**config.mk**
```make
export PLATFORM = sky130hd
export DESIGN_NAME = sys_ctrl_v2_flat
export DESIGN_NICKNAME = d
export VERILOG_FILES = /design/src/rtl/sys_ctrl_pkg.sv /design/src/rtl/sys_ctrl_v2_if.sv /design/src/rtl/sys_ctrl_timeout.sv /design/src/rtl/sys_ctrl_v2.sv /design/src/flat_wrapper.sv
export SDC_FILE = /design/constraint.sdc
export NUM_CORES = 1
export LEC_CHECK = 0
export ABC_AREA = 1
export BUFFER_PORTS_ARGS = -buffer_cell sky130_fd_sc_hd__buf_2
export CORE_MARGIN = 3
export CORE_UTILIZATION = 25
export DETAILED_ROUTE_END_ITERATION = 8
export PLACE_DENSITY = 0.51
export SLEW_MARGIN = 25
export SYNTH_ARGS = -nofsm -noshare
export SYNTH_HDL_FRONTEND = slang
export SYNTH_SLANG_ARGS = --single-unit
export TNS_END_PERCENT = 5
```
**constraint.sdc**
```tcl
create_clock -name CLK -period 2 [get_ports CLK]
set_clock_uncertainty 0.1 [all_clocks]
set_input_delay 0 -clock CLK [delete_from_list [all_inputs] [get_ports CLK]]
set_output_delay 0 -clock CLK [all_outputs]
set_load 0.05 [all_outputs]
```
**src/rtl/sys_ctrl_pkg.sv**
```systemverilog
// Shared definitions for the second-generation system controller:
// command opcodes, the controller state encoding and the default error byte.
package sys_ctrl_pkg;

    localparam logic [7:0] OP_WRITE   = 8'hAA;  // RF write: addr, data
    localparam logic [7:0] OP_READ    = 8'hBB;  // RF single read: addr
    localparam logic [7:0] OP_BURST   = 8'hBC;  // RF burst read: addr, count
    localparam logic [7:0] OP_ALU     = 8'hCC;  // ALU with operands: A, B, fun
    localparam logic [7:0] OP_ALU_NOP = 8'hDD;  // ALU on current operands: fun

    localparam logic [7:0] DEF_ERR_CODE = 8'hEE;

    typedef enum logic [3:0] {
        IDLE     = 4'd0,
        GET_ADDR = 4'd1,
        GET_DATA = 4'd2,
        GET_CNT  = 4'd3,
        GET_A    = 4'd4,
        GET_B    = 4'd5,
        GET_FUN  = 4'd6,
        LOAD_A   = 4'd7,
        LOAD_B   = 4'd8,
        ALU_WAIT = 4'd9,
        RD_REQ   = 4'd10,
        RD_WAIT  = 4'd11,
        SEND_RD  = 4'd12,
        SEND_ALU = 4'd13,
        SEND_ERR = 4'd14
    } state_t;

endpackage

```
**src/rtl/sys_ctrl_v2_if.sv**
```systemverilog
// Bundle of every signal between the controller and its neighbours
// (UART RX, register file, ALU, TX FIFO), plus a state debug tap.
//
// Handshakes: RX_D_VLD, Rd_DATA_Valid and ALU_OUT_Valid are one-cycle
// strobes with no back-pressure; their data is valid only in the strobe
// cycle. A TX byte transfers on a rising CLK where TX_D_VLD=1 and
// FIFO_FULL=0; while FIFO_FULL=1 the controller keeps TX_D_VLD and
// TX_P_DATA stable until the transfer happens.
interface sys_ctrl_v2_if #(
    parameter int DATA_WIDTH    = 8,
    parameter int ADDR_WIDTH    = 4,
    parameter int ALU_OUT_WIDTH = 16
);
    import sys_ctrl_pkg::*;

    logic [DATA_WIDTH-1:0]    RX_P_DATA;
    logic                     RX_D_VLD;
    logic [ALU_OUT_WIDTH-1:0] ALU_OUT;
    logic                     ALU_OUT_Valid;
    logic [3:0]               ALU_FUN;
    logic                     ALU_EN;
    logic                     CLK_EN;
    logic [DATA_WIDTH-1:0]    Rd_DATA;
    logic                     Rd_DATA_Valid;
    logic [DATA_WIDTH-1:0]    WR_DATA;
    logic                     WR_EN;
    logic                     RD_EN;
    logic [ADDR_WIDTH-1:0]    Address;
    logic [DATA_WIDTH-1:0]    TX_P_DATA;
    logic                     TX_D_VLD;
    logic                     FIFO_FULL;
    logic                     CMD_ERR;
    state_t                   dbg_state;

    // Controller side
    modport master (
        input  RX_P_DATA, RX_D_VLD, ALU_OUT, ALU_OUT_Valid,
               Rd_DATA, Rd_DATA_Valid, FIFO_FULL,
        output ALU_FUN, ALU_EN, CLK_EN, WR_DATA, WR_EN, RD_EN, Address,
               TX_P_DATA, TX_D_VLD, CMD_ERR, dbg_state
    );

    // Environment side (RX, RF, ALU, TX FIFO)
    modport slave (
        output RX_P_DATA, RX_D_VLD, ALU_OUT, ALU_OUT_Valid,
               Rd_DATA, Rd_DATA_Valid, FIFO_FULL,
        input  ALU_FUN, ALU_EN, CLK_EN, WR_DATA, WR_EN, RD_EN, Address,
               TX_P_DATA, TX_D_VLD, CMD_ERR, dbg_state
    );

endinterface

```
**src/rtl/sys_ctrl_timeout.sv**
```systemverilog
// Idle-cycle watchdog: counts enabled cycles since the last clear and flags
// expiry once TIMEOUT_CYCLES is reached. Saturates so it never wraps.
module sys_ctrl_timeout #(
    parameter int TIMEOUT_CYCLES = 255
) (
    input  logic clk,
    input  logic rst_n,
    input  logic clr,
    input  logic en,
    output logic expired
);

    localparam int CW = $clog2(TIMEOUT_CYCLES + 1);
    localparam logic [CW-1:0] LIMIT = CW'(TIMEOUT_CYCLES);

    logic [CW-1:0] cnt_q, cnt_d;

    // Clear wins over counting; hold at the limit
    always_comb begin
        cnt_d = cnt_q;
        if (clr) begin
            cnt_d = '0;
        end else if (en && (cnt_q != LIMIT)) begin
            cnt_d = cnt_q + CW'(1);
        end
    end

    // Counter register
    always_ff @(posedge clk or negedge rst_n) begin
        if (!rst_n) begin
            cnt_q <= '0;
        end else begin
            cnt_q <= cnt_d;
        end
    end

    assign expired = en && (cnt_q == LIMIT);

endmodule

```
**src/rtl/sys_ctrl_v2.sv**
```systemverilog
// System controller: decodes RX command frames into RF writes, single and
// burst RF reads and ALU operations, returns results byte-wise to the TX
// FIFO, and answers bad, empty or stalled frames with an error byte.
module sys_ctrl_v2
    import sys_ctrl_pkg::*;
#(
    parameter int DATA_WIDTH     = 8,
    parameter int ADDR_WIDTH     = 4,
    parameter int ALU_OUT_WIDTH  = 16,
    parameter int TIMEOUT_CYCLES = 255,
    parameter logic [DATA_WIDTH-1:0] ERR_CODE = DATA_WIDTH'(DEF_ERR_CODE)
) (
    input logic           CLK,
    input logic           RST,
    sys_ctrl_v2_if.master bus
);

    localparam int NB    = ALU_OUT_WIDTH / DATA_WIDTH;
    localparam int IDX_W = (NB > 1) ? $clog2(NB) : 1;

    state_t                   state_q, state_d;
    logic [DATA_WIDTH-1:0]    opcode_q, opcode_d;
    logic [ADDR_WIDTH-1:0]    addr_q, addr_d;
    logic [DATA_WIDTH-1:0]    cnt_q, cnt_d;
    logic [3:0]               fun_q, fun_d;
    logic [DATA_WIDTH-1:0]    op_a_q, op_a_d;
    logic [DATA_WIDTH-1:0]    op_b_q, op_b_d;
    logic [DATA_WIDTH-1:0]    rd_data_q, rd_data_d;
    logic [ALU_OUT_WIDTH-1:0] alu_res_q, alu_res_d;
    logic [IDX_W-1:0]         idx_q, idx_d;

    logic                     is_get, rx_accept;
    logic                     tmo_en, tmo_clr, tmo_expired;

    logic [3:0]               alu_fun;
    logic                     alu_en, clk_en, wr_en, rd_en, tx_vld, cmd_err;
    logic [DATA_WIDTH-1:0]    wr_data, tx_data;
    logic [ADDR_WIDTH-1:0]    address;

    assign is_get    = state_q inside {GET_ADDR, GET_DATA, GET_CNT, GET_A, GET_B, GET_FUN};
    assign rx_accept = is_get && bus.RX_D_VLD;
    assign tmo_en    = is_get || (state_q == RD_WAIT) || (state_q == ALU_WAIT);
    assign tmo_clr   = (state_d != state_q) || rx_accept;

    sys_ctrl_timeout #(
        .TIMEOUT_CYCLES(TIMEOUT_CYCLES)
    ) u_timeout (
        .clk     (CLK),
        .rst_n   (RST),
        .clr     (tmo_clr),
        .en      (tmo_en),
        .expired (tmo_expired)
    );

    // Next-state, datapath capture and output decode; strobes beat timeouts
    always_comb begin
        state_d   = state_q;
        opcode_d  = opcode_q;
        addr_d    = addr_q;
        cnt_d     = cnt_q;
        fun_d     = fun_q;
        op_a_d    = op_a_q;
        op_b_d    = op_b_q;
        rd_data_d = rd_data_q;
        alu_res_d = alu_res_q;
        idx_d     = idx_q;
        alu_fun   = 4'd0;
        alu_en    = 1'b0;
        clk_en    = 1'b0;
        wr_en     = 1'b0;
        rd_en     = 1'b0;
        wr_data   = '0;
        address   = addr_q;
        tx_vld    = 1'b0;
        tx_data   = '0;
        cmd_err   = 1'b0;

        case (state_q)
            IDLE: begin
                if (bus.RX_D_VLD) begin
                    opcode_d = bus.RX_P_DATA;
                    case (bus.RX_P_DATA)
                        OP_WRITE, OP_READ, OP_BURST: state_d = GET_ADDR;
                        OP_ALU:                      state_d = GET_A;
                        OP_ALU_NOP:                  state_d = GET_FUN;
                        default:                     state_d = SEND_ERR;
                    endcase
                end
            end
            GET_ADDR: begin
                if (bus.RX_D_VLD) begin
                    addr_d = bus.RX_P_DATA[ADDR_WIDTH-1:0];
                    if (opcode_q == OP_WRITE) begin
                        state_d = GET_DATA;
                    end else if (opcode_q == OP_BURST) begin
                        state_d = GET_CNT;
                    end else begin
                        cnt_d   = DATA_WIDTH'(1);
                        state_d = RD_REQ;
                    end
                end else if (tmo_expired) begin
                    state_d = SEND_ERR;
                end
            end
            GET_DATA: begin
                if (bus.RX_D_VLD) begin
                    wr_en   = 1'b1;
                    wr_data = bus.RX_P_DATA;
                    state_d = IDLE;
                end else if (tmo_expired) begin
                    state_d = SEND_ERR;
                end
            end
            GET_CNT: begin
                if (bus.RX_D_VLD) begin
                    if (bus.RX_P_DATA == '0) begin
                        state_d = SEND_ERR;
                    end else begin
                        cnt_d   = bus.RX_P_DATA;
                        state_d = RD_REQ;
                    end
                end else if (tmo_expired) begin
                    state_d = SEND_ERR;
                end
            end
            GET_A: begin
                if (bus.RX_D_VLD) begin
                    op_a_d  = bus.RX_P_DATA;
                    state_d = GET_B;
                end else if (tmo_expired) begin
                    state_d = SEND_ERR;
                end
            end
            GET_B: begin
                if (bus.RX_D_VLD) begin
                    op_b_d  = bus.RX_P_DATA;
                    state_d = GET_FUN;
                end else if (tmo_expired) begin
                    state_d = SEND_ERR;
                end
            end
            GET_FUN: begin
                if (bus.RX_D_VLD) begin
                    fun_d   = bus.RX_P_DATA[3:0];
                    state_d = (opcode_q == OP_ALU) ? LOAD_A : ALU_WAIT;
                end else if (tmo_expired) begin
                    state_d = SEND_ERR;
                end
            end
            LOAD_A: begin
                wr_en   = 1'b1;
                clk_en  = 1'b1;
                address = ADDR_WIDTH'(0);
                wr_data = op_a_q;
                state_d = LOAD_B;
            end
            LOAD_B: begin
                wr_en   = 1'b1;
                clk_en  = 1'b1;
                address = ADDR_WIDTH'(1);
                wr_data = op_b_q;
                state_d = ALU_WAIT;
            end
            ALU_WAIT: begin
                alu_en  = 1'b1;
                clk_en  = 1'b1;
                alu_fun = fun_q;
                if (bus.ALU_OUT_Valid) begin
                    alu_res_d = bus.ALU_OUT;
                    idx_d     = '0;
                    state_d   = SEND_ALU;
                end else if (tmo_expired) begin
                    state_d = SEND_ERR;
                end
            end
            RD_REQ: begin
                rd_en   = 1'b1;
                state_d = RD_WAIT;
            end
            RD_WAIT: begin
                if (bus.Rd_DATA_Valid) begin
                    rd_data_d = bus.Rd_DATA;
                    state_d   = SEND_RD;
                end else if (tmo_expired) begin
                    state_d = SEND_ERR;
                end
            end
            SEND_RD: begin
                tx_vld  = 1'b1;
                tx_data = rd_data_q;
                if (!bus.FIFO_FULL) begin
                    addr_d  = addr_q + ADDR_WIDTH'(1);
                    cnt_d   = cnt_q - DATA_WIDTH'(1);
                    state_d = (cnt_q == DATA_WIDTH'(1)) ? IDLE : RD_REQ;
                end
            end
            SEND_ALU: begin
                tx_vld  = 1'b1;
                tx_data = alu_res_q[idx_q*DATA_WIDTH +: DATA_WIDTH];
                if (!bus.FIFO_FULL) begin
                    if (idx_q == IDX_W'(NB - 1)) begin
                        state_d = IDLE;
                    end else begin
                        idx_d = idx_q + IDX_W'(1);
                    end
                end
            end
            SEND_ERR: begin
                tx_vld  = 1'b1;
                tx_data = ERR_CODE;
                if (!bus.FIFO_FULL) begin
                    cmd_err = 1'b1;
                    state_d = IDLE;
                end
            end
            default: state_d = IDLE;
        endcase
    end

    // State and datapath registers; reset aborts any frame in flight
    always_ff @(posedge CLK or negedge RST) begin
        if (!RST) begin
            state_q   <= IDLE;
            opcode_q  <= '0;
            addr_q    <= '0;
            cnt_q     <= '0;
            fun_q     <= '0;
            op_a_q    <= '0;
            op_b_q    <= '0;
            rd_data_q <= '0;
            alu_res_q <= '0;
            idx_q     <= '0;
        end else begin
            state_q   <= state_d;
            opcode_q  <= opcode_d;
            addr_q    <= addr_d;
            cnt_q     <= cnt_d;
            fun_q     <= fun_d;
            op_a_q    <= op_a_d;
            op_b_q    <= op_b_d;
            rd_data_q <= rd_data_d;
            alu_res_q <= alu_res_d;
            idx_q     <= idx_d;
        end
    end

    assign bus.ALU_FUN   = alu_fun;
    assign bus.ALU_EN    = alu_en;
    assign bus.CLK_EN    = clk_en;
    assign bus.WR_DATA   = wr_data;
    assign bus.WR_EN     = wr_en;
    assign bus.RD_EN     = rd_en;
    assign bus.Address   = address;
    assign bus.TX_P_DATA = tx_data;
    assign bus.TX_D_VLD  = tx_vld;
    assign bus.CMD_ERR   = cmd_err;
    assign bus.dbg_state = state_q;

endmodule

```
**src/flat_wrapper.sv**
```systemverilog
// flat-port wrapper written by rule: the top's interface ports become plain ports
module sys_ctrl_v2_flat import sys_ctrl_pkg::*;
#(
    parameter int DATA_WIDTH     = 8,
    parameter int ADDR_WIDTH     = 4,
    parameter int ALU_OUT_WIDTH  = 16,
    parameter int TIMEOUT_CYCLES = 255,
    parameter logic [DATA_WIDTH-1:0] ERR_CODE = DATA_WIDTH'(DEF_ERR_CODE)
)
  (CLK, RST, bus_RX_P_DATA, bus_RX_D_VLD, bus_ALU_OUT, bus_ALU_OUT_Valid, bus_Rd_DATA, bus_Rd_DATA_Valid, bus_FIFO_FULL, bus_ALU_FUN, bus_ALU_EN, bus_CLK_EN, bus_WR_DATA, bus_WR_EN, bus_RD_EN, bus_Address, bus_TX_P_DATA, bus_TX_D_VLD, bus_CMD_ERR, bus_dbg_state);
  sys_ctrl_v2_if #(.DATA_WIDTH(DATA_WIDTH), .ADDR_WIDTH(ADDR_WIDTH), .ALU_OUT_WIDTH(ALU_OUT_WIDTH)) bus_i ();
  input logic CLK;
  input logic RST;
  input wire logic [$bits(bus_i.RX_P_DATA)-1:0] bus_RX_P_DATA;
  input wire logic [$bits(bus_i.RX_D_VLD)-1:0] bus_RX_D_VLD;
  input wire logic [$bits(bus_i.ALU_OUT)-1:0] bus_ALU_OUT;
  input wire logic [$bits(bus_i.ALU_OUT_Valid)-1:0] bus_ALU_OUT_Valid;
  input wire logic [$bits(bus_i.Rd_DATA)-1:0] bus_Rd_DATA;
  input wire logic [$bits(bus_i.Rd_DATA_Valid)-1:0] bus_Rd_DATA_Valid;
  input wire logic [$bits(bus_i.FIFO_FULL)-1:0] bus_FIFO_FULL;
  output wire logic [$bits(bus_i.ALU_FUN)-1:0] bus_ALU_FUN;
  output wire logic [$bits(bus_i.ALU_EN)-1:0] bus_ALU_EN;
  output wire logic [$bits(bus_i.CLK_EN)-1:0] bus_CLK_EN;
  output wire logic [$bits(bus_i.WR_DATA)-1:0] bus_WR_DATA;
  output wire logic [$bits(bus_i.WR_EN)-1:0] bus_WR_EN;
  output wire logic [$bits(bus_i.RD_EN)-1:0] bus_RD_EN;
  output wire logic [$bits(bus_i.Address)-1:0] bus_Address;
  output wire logic [$bits(bus_i.TX_P_DATA)-1:0] bus_TX_P_DATA;
  output wire logic [$bits(bus_i.TX_D_VLD)-1:0] bus_TX_D_VLD;
  output wire logic [$bits(bus_i.CMD_ERR)-1:0] bus_CMD_ERR;
  output wire logic [$bits(bus_i.dbg_state)-1:0] bus_dbg_state;
  assign bus_i.RX_P_DATA = bus_RX_P_DATA;
  assign bus_i.RX_D_VLD = bus_RX_D_VLD;
  assign bus_i.ALU_OUT = bus_ALU_OUT;
  assign bus_i.ALU_OUT_Valid = bus_ALU_OUT_Valid;
  assign bus_i.Rd_DATA = bus_Rd_DATA;
  assign bus_i.Rd_DATA_Valid = bus_Rd_DATA_Valid;
  assign bus_i.FIFO_FULL = bus_FIFO_FULL;
  assign bus_ALU_FUN = bus_i.ALU_FUN;
  assign bus_ALU_EN = bus_i.ALU_EN;
  assign bus_CLK_EN = bus_i.CLK_EN;
  assign bus_WR_DATA = bus_i.WR_DATA;
  assign bus_WR_EN = bus_i.WR_EN;
  assign bus_RD_EN = bus_i.RD_EN;
  assign bus_Address = bus_i.Address;
  assign bus_TX_P_DATA = bus_i.TX_P_DATA;
  assign bus_TX_D_VLD = bus_i.TX_D_VLD;
  assign bus_CMD_ERR = bus_i.CMD_ERR;
  assign bus_dbg_state = bus_i.dbg_state;
  sys_ctrl_v2 #(.DATA_WIDTH(DATA_WIDTH), .ADDR_WIDTH(ADDR_WIDTH), .ALU_OUT_WIDTH(ALU_OUT_WIDTH), .TIMEOUT_CYCLES(TIMEOUT_CYCLES), .ERR_CODE(ERR_CODE)) u_core (.CLK(CLK), .RST(RST), .bus(bus_i));
endmodule
```
==> results of run 1 <==
[path summary, 6_finish.rpt]
path	from	to	slack, ps	depth (start not counted)
max reg2reg	u_core.bus.dbg_state[3]	u_core.u_timeout.cnt_q[1]	-30	12
min	bus_ALU_OUT_Valid	u_core.bus.dbg_state[1]	30	4
max in group asynchronous	RST	u_core.cnt_q[5]	1060	3
min in group asynchronous	RST	u_core.u_timeout.cnt_q[5]	140	2
max	u_core.bus.dbg_state[3]	u_core.u_timeout.cnt_q[1]	-30	12
min reg2reg	u_core.alu_res_q[10]	u_core.alu_res_q[10]	380	2
[layer usage]
| metal | global-route usage, % | wire length [um] |
|---|---|---|
| met1 | 19.6 | 6670 |
| met3 | 3.14 | 372 |
| met4 | 4.78 | 181 |
| met5 | 0 | 0 |
| met2 | 22.0 | 6390 |
[final cells by class]
cell class | count | area (um^2) | share of cell area [%]
clock buffer | 9 | 225 | 3.42
timing repair buffer | 193 | 1500 | 22.8
sequential | 77 | 1930 | 29.3
tap | 220 | 275 | 4.18
clock inverter | 7 | 72.6 | 1.10
inverter | 82 | 313 | 4.75
multi-input combinational | 456 | 2270 | 34.5
[registers in the layout, summed over array words and instances (netlist names)]
register and flops:
u_core.op_b_q 8, u_core.rd_data_q 8, u_core.u_timeout.cnt_q 8, u_core.op_a_q 8, u_core.idx_q 1, u_core.fun_q 4
u_core.alu_res_q 16, u_core.addr_q 4, u_core.opcode_q 8, u_core.cnt_q 8, u_core.bus.dbg_state 4
[synth_stat cells, types with 2 or more instances]
| cell type | number |
|---|---|
| nand2_1 | 211 |
| o21ai_0 | 80 |
| dfrtp_1 | 77 |
| inv_1 | 74 |
| nor2_1 | 68 |
| nand3_1 | 30 |
| o211ai_1 | 17 |
| clkbuf_1 | 12 |
| a21oi_1 | 9 |
| nor3_1 | 7 |
| inv_2 | 5 |
| xor2_1 | 5 |
| ha_1 | 4 |
| o22ai_1 | 4 |
| clkinv_1 | 3 |
| nor2_2 | 3 |
| xnor2_1 | 3 |
| a32oi_1 | 2 |
| nor2_4 | 2 |
[logic make-up after synthesis]
group           count (synthesis)
flops                          77
buf+inv                        96
mux                             1
fa+ha+maj                       4
simple gates                  326
compound gates                117
xor+xnor                        8
[power breakdown]
| part | total (W) | internal [W] | switching (W) | leakage (nW) |
|---|---|---|---|---|
| registers | 0.00263 | 0.00222 | 0.000403 | 0.970 |
| logic | 0.00564 | 0.00216 | 0.00348 | 2.15 |
| clock network | 0.00165 | 0.000970 | 0.000681 | 0.142 |
[metrics by stage]
stage / area [um^2] / setup TNS [ps] / worst slack (ps)
after floorplan: 4420 / -5310 / -191
after global placement: 5590 / -1910 / -200
after detailed placement: 5590 / -1320 / -149
after CTS: 6450 / -109 / -22.1
after global routing: 6590 / -1760 / -176
final: 6590 / -100 / -25.3
[what timing repair did]
| item | 4_1_cts | 5_1_grt |
|---|---|---|
| hold buffers | 35 | 0 |
| setup endpoints to repair | 34 | 45 |
| buffers inserted | 7 | 2 |
| hold endpoints to repair | 93 | 0 |
| pin swaps | 9 | 12 |
| resized for setup | 55 | 51 |
[worst max-delay path: cells and delay by family, from the launching register on]
kind / cells / cell delay, ps
AOI/OAI and AO/OA: 1 / 110
buffers and inverters: 2 / 230
DFF: 1 / 470
and+or+nand+nor: 9 / 1060
==> summary.md, run 1 <==
| Metric | Value |
|---|---|
| Status | finished, violations left |
| Violated checks | negative setup slack |
| Number of placed cells counting well taps | 984 |
| Min Tclk post-route | 2030 ps |
| CTS root buf | clkbuf_16 |
| Clock Latency Late Sink | 340 ps |
| Arr. time, crit path | 2190 ps |
| Most frequent cells in the layout | nand2_1 (202), buf_4 (99), o21ai_0 (73), dfrtp_1 (73), inv_1 (70) |
| Vias | 4543 |
| Initial Utilization | 26.0% |
| HP Class | input pin to register |
| Element type at the critical path end | register |
| Post-Synth Simple-Gate Area | 29.8% |
| Global-route wire length before repair | 22.1 mm |
| F_max | 494 MHz |
| Largest family of logic cells by synthesized area | simple AND/OR/NAND/NOR gates |
| Antenna violations before repair | 0 |
| WL per Instance | 13.0 um |
| Yosys warns | 0 |
| Count of pins over their slew limit | 0 |
| Final HPWL from detailed placement | 9.95 mm |
| Routed WL | 13.6 mm |
| Nets | 861 |
| Setup CP Type | register to register |
| CTS Buffer Depth | 2 |
| RSZ-0062 raised after global routing | yes |
| Layout area overhead | 50.2% |
| Area of the core | 16900 um^2 |
| GRT Total Usage | 14.2% |
| Clk sinks | 77 |
| Row cnt | 47 |
| Vias in the first global route | 4341 |
| Worst Path Required | 2170 ps |
| Multiplexer area fraction after synthesis | 0.228% |
| Commonest non-fill, non-tap cell in the layout | nand2_1 |
| Fill count | 1726 |
| Area share of xor/xnor cells in the synthesized design | 1.60% |
| # port buffers | 71 |
| Drt initial violations | 298 |
| Final hold vios | 0 |
| Final core utilization | 39.0% |
| Adder-Cell Fraction of Synth Area | 1.14% |
| Ys flop type | dfrtp_1 |
| Crit-path most repeated cell | nor2_1 |
| Cell Area, Synth | 4390 um^2 |
| Final WS setup | -25.3 ps |
| Syn Area/Cell | 6.97 um^2 |
| Leading post-synthesis cells by cell area | dfrtp_1 (44%), nand2_1 (18%), o21ai_0 (9.1%) |
| First drt pass iteration count | 4 |
| Share of the synthesized area in the top cell type | 43.9% |
| Async set or reset register ratio after synthesis | 100% |
| Number of synthesized flops with an enable pin | 0 |
| Crit path max fanout | 8 |
| Die Width | 138 um |
| Largest stage delay on the critical path | 470 ps |
| P per Cell Area | 1500 nW/um^2 |
| Clock transition at the registers of the reported paths | 60 ps |
| Post-synthesis compound-gate area fraction | 14.9% |
| Tcrit/Tclk final | 101% |
| Antenna Nets Post-Route | 0 |
| CTS tree | yes |
| CTS buffer count | 9 |
| Final hold slack | 31.9 ps |
| Post-Layout Cell Count | 1044 |
| Most area-hungry cell type in the Yosys netlist | dfrtp_1 |
| Distinct cells, synth | 32 |
| Cells after synthesis | 629 |
| Maximum VDD drop | 0.986 mV |
| Final Setup Violations | 8 |
| Slowest stage cell, crit path | dfrtp_2 |
| Relative slew slack | 55.2% |
| Die ar. | 19200 um^2 |
| Critical path, cell by cell | nor2_4, buf_6, buf_4, nand4_1, and2_1, a21oi_1, nor2_1, nand2_1, nor2_1, nor2_4, nand3_4, nor2_1 |
| Number of max-cap violations | 0 |
| GR Overflow Total | 0 |
| Leakage | 3.27 nW |
| Routability Congestion | 0.901 |
| Drc violations | 0 |
| Ant. Diodes | 0 |
| Die Y-Extent | 138 um |
| #FFs+latches synth | 77 |
| Post-Syn Nets | 671 |
| Share of cells above drive strength 1 | 28.0% |
| Drt via density | 4.35 |
| IO Pins | 72 |
| Pin count of the biggest net entering global routing | 51 |
| Sequential share of the synthesized area | 43.9% |
| Tot Pwr | 0.00991 W |
| H-tree levels | 3 |
| Worst Tran Pin Value | 672 ps |
| CP Launch Type | register |
Power figures use the tool's default switching activity.
==> run 2: changes to the inputs <==
--- a/config.mk
+++ b/config.mk
@@ -11,6 +11,7 @@
 export CORE_UTILIZATION = 25
 export DETAILED_ROUTE_END_ITERATION = 8
 export PLACE_DENSITY = 0.51
+export SKIP_LAST_GASP = 1
 export SLEW_MARGIN = 25
 export SYNTH_ARGS = -nofsm -noshare
 export SYNTH_HDL_FRONTEND = slang
==> run 2 against run 1 <==
The flow still finishes with violations (negative setup slack). Clock power is essentially flat. Utilization shrank 0.50 points. First-iteration DRC count down 6.4%. Count of clock-buffer cells in the layout unchanged. Non-clock buffer count rose by 1. Worst setup slack lost 38 ps. Cell count about the same.
==> summary.md, run 2 (same netlist as run 1, synthesis figures left out) <==
| Metric | Value |
|---|---|
| Status | finished, violations left (unchanged) |
| Violated checks | negative setup slack (unchanged) |
| Final HPWL from detailed placement | 9.95 mm (unchanged) |
| Vias in the first global route | 4334 (was 4341) |
| Worst slack, placed | -149 ps (unchanged) |
| Drt initial violations | 279 (was 298) |
| Most frequent cells in the layout | nand2_1 (204), buf_4 (94), o21ai_0 (77), dfrtp_1 (73), inv_1 (70) (was nand2_1 (202), buf_4 (99), o21ai_0 (73), dfrtp_1 (73), inv_1 (70)) |
| Crit-path most repeated cell | buf_6 (was nor2_1) |
| Worst hold start | bus_ALU_OUT_Valid (unchanged) |
| Most flops, register | u_core.alu_res_q (unchanged) |
| Antenna violations before repair | 0 (unchanged) |
| Clk sinks | 77 (unchanged) |
| # port buffers | 71 (unchanged) |
| Reg-to-reg endpoint | u_core.u_timeout.cnt_q[7] (was u_core.u_timeout.cnt_q[1]) |
| Hold Path Depth | 4 (unchanged) |
| Nets | 862 (was 861) |
| Initial Utilization | 26.0% (unchanged) |
| Worst Path Required | 1900 ps (was 2170 ps) |
| CP Launch Type | register (unchanged) |
| Tcrit/Tclk final | 103% (was 101%) |
| Arr. time, crit path | 1960 ps (was 2190 ps) |
| Crit path max fanout | 7 (was 8) |
| HP Class | input pin to register (unchanged) |
| Vias | 4567 (was 4543) |
| P per Cell Area | 1500 nW/um^2 (about the same) |
| Element type at the critical path end | primary output (was register) |
| Number of placed cells counting well taps | 984 (unchanged) |
| Critical path, cell by cell | nor2_4, buf_6, nand2_2, nor2_2, clkinv_2, buf_6, o211ai_1, buf_4 (was nor2_4, buf_6, buf_4, nand4_1, and2_1, a21oi_1, nor2_1, nand2_1, nor2_1, nor2_4, nand3_4, nor2_1) |
| GRT Total Usage | 14.1% (was 14.2%) |
| Worst reg-to-reg path cell count | 15 (was 12) |
| Drt via density | 4.37 (was 4.35) |
| Top delay family on crit path | buffers and inverters (was simple AND/OR/NAND/NOR gates) |
| Routed WL | 13.6 mm (about the same) |
| Count of pins over their slew limit | 0 (unchanged) |
| Reg-to-reg setup timing slack | -20 ps (was -30 ps) |
| Layout area overhead | 48.3% (was 50.2%) |
| Antenna Nets Post-Route | 0 (unchanged) |
| CTS buffer count | 9 (unchanged) |
| CTS tree | yes (unchanged) |
| Die ar. | 19200 um^2 (unchanged) |
| Number of max-cap violations | 0 (unchanged) |
| Largest stage delay on the critical path | 470 ps (about the same) |
| Row cnt | 47 (unchanged) |
| Die Width | 138 um (unchanged) |
| First drt pass iteration count | 4 (unchanged) |
| CTS Buffer Depth | 2 (unchanged) |
| Hold worst-path end | u_core.bus.dbg_state[1] (unchanged) |
| Share of cells above drive strength 1 | 27.5% (was 28.0%) |
| RSZ-0062 raised after global routing | yes (unchanged) |
| Final Setup Violations | 14 (was 8) |
| Relative slew slack | 55.3% (was 55.2%) |
| Maximum VDD drop | 0.891 mV (was 0.986 mV) |
| Area of the core | 16900 um^2 (unchanged) |
| Routability Congestion | 0.901 (unchanged) |
| H-tree levels | 3 (unchanged) |
| Drc violations | 0 (unchanged) |
| Min Tclk post-route | 2060 ps (was 2030 ps) |
| R2r startpoint | u_core.bus.dbg_state[3] (unchanged) |
| Clock Latency Late Sink | 340 ps (about the same) |
| Ant. Diodes | 0 (unchanged) |
| Post-Layout Cell Count | 1045 (was 1044) |
| Clock transition at the registers of the reported paths | 60 ps (about the same) |
| Die Y-Extent | 138 um (unchanged) |
| CTS root buf | clkbuf_16 (unchanged) |
| Leakage | 3.26 nW (was 3.27 nW) |
| CP bufs+invs | 4 (was 2) |
| Global-route wire length before repair | 22.1 mm (about the same) |
| Pin count of the biggest net entering global routing | 51 (unchanged) |
| Critical Path Stages | 8 (was 12) |
| Largest register FFs | 16 (unchanged) |
| WL per Instance | 13.0 um (about the same) |
| Worst Tran Pin Value | 671 ps (was 672 ps) |
| GR Overflow Total | 0 (unchanged) |
| F_max | 485 MHz (was 494 MHz) |
| Setup CP Type | register to primary output (was register to register) |
| Final hold vios | 0 (unchanged) |
| Fill count | 1726 (unchanged) |
| IO Pins | 72 (unchanged) |
| Final WS setup | -63.0 ps (was -25.3 ps) |
| Commonest non-fill, non-tap cell in the layout | nand2_1 (unchanged) |
| Slowest stage cell, crit path | dfrtp_2 (unchanged) |
## run 2: cell count changes in the layout (fill, tap and decap cells not counted), moves of 2 or more
cell and delta:
buf_2 +12, buf_4 -5, buf_6 -3, clkinv_1 +2, inv_4 -2, nand2_1 +2, nand2_2 -2, nor2_2 +5
nor2_4 -5, o21ai_0 +4, o21ai_1 -4
## run 2: what timing repair did
item	4_1_cts	5_1_grt
endpoints found under the hold margin	93	0
hold buffers	35	0
buffers inserted	7	3
pin swaps	8	6
resized for setup	43	21
endpoints found under the setup margin	34	45
gates cloned	0	0
## run 2: power breakdown
group	switching, W	internal [W]	leakage, nW
registers	0.000400	0.00222	0.970
logic	0.00341	0.00204	2.15
clock network	0.000684	0.000970	0.142
## run 2: metal layers
| layer | wire length, um | global-route usage (%) | up-vias |
|---|---|---|---|
| met2 | 6250 | 22.0 | 73 |
| met1 | 6590 | 19.5 | 2083 |
| li1 | - | - | 2394 |
| met4 | 272 | 4.68 | 0 |
| met3 | 458 | 3.25 | 17 |
| met5 | 0 | 0 | - |
## run 2: how the worst max path moves through the flow
stage	to	startpoint	slack [ps]
after detailed placement	u_core.u_timeout.cnt_q[3]	u_core.bus.dbg_state[3]	-150
after floorplan	bus_Address[1]	u_core.bus.dbg_state[0]	-190
after global placement	u_core.u_timeout.cnt_q[5]	u_core.bus.dbg_state[3]	-200
after global routing	u_core.u_timeout.cnt_q[7]	u_core.bus.dbg_state[3]	-180
after CTS	u_core.u_timeout.cnt_q[0]	u_core.bus.dbg_state[2]	-40
final	bus_WR_DATA[1]	u_core.bus.dbg_state[3]	-60
## run 2: per-stage QoR
stage	util [%]	setup TNS [ps]	hold WS [ps]	instance area, um^2	total power (W)
after floorplan	-	-5310	-396	4420	0.00573
after global placement	33.1	-1910	-12.7	5590	0.00751
after detailed placement	33.1	-1320	-7.58	5590	0.00753
after CTS	38.0	-510	40.8	6410	0.00969
after global routing	38.5	-3820	64.5	6500	0.0105
final	38.5	-249	30.5	6500	0.00973
## run 2: layout make-up
cell class | count | area (um^2) | share of cell area, %
repair buffers | 194 | 1450 | 22.2
flip-flops and latches | 77 | 1930 | 29.7
clock buffers | 9 | 225 | 3.46
clock inverters | 7 | 72.6 | 1.12
inverters | 82 | 309 | 4.75
well taps | 220 | 275 | 4.23
multi-input cells | 456 | 2240 | 34.5
## run 2: worst reg2reg max path, delay by kind of cell (launching register included)
family,cells,cell delay (ps)
buffers and inverters,4,450
and+or+nand+nor,11,930
DFF,1,470
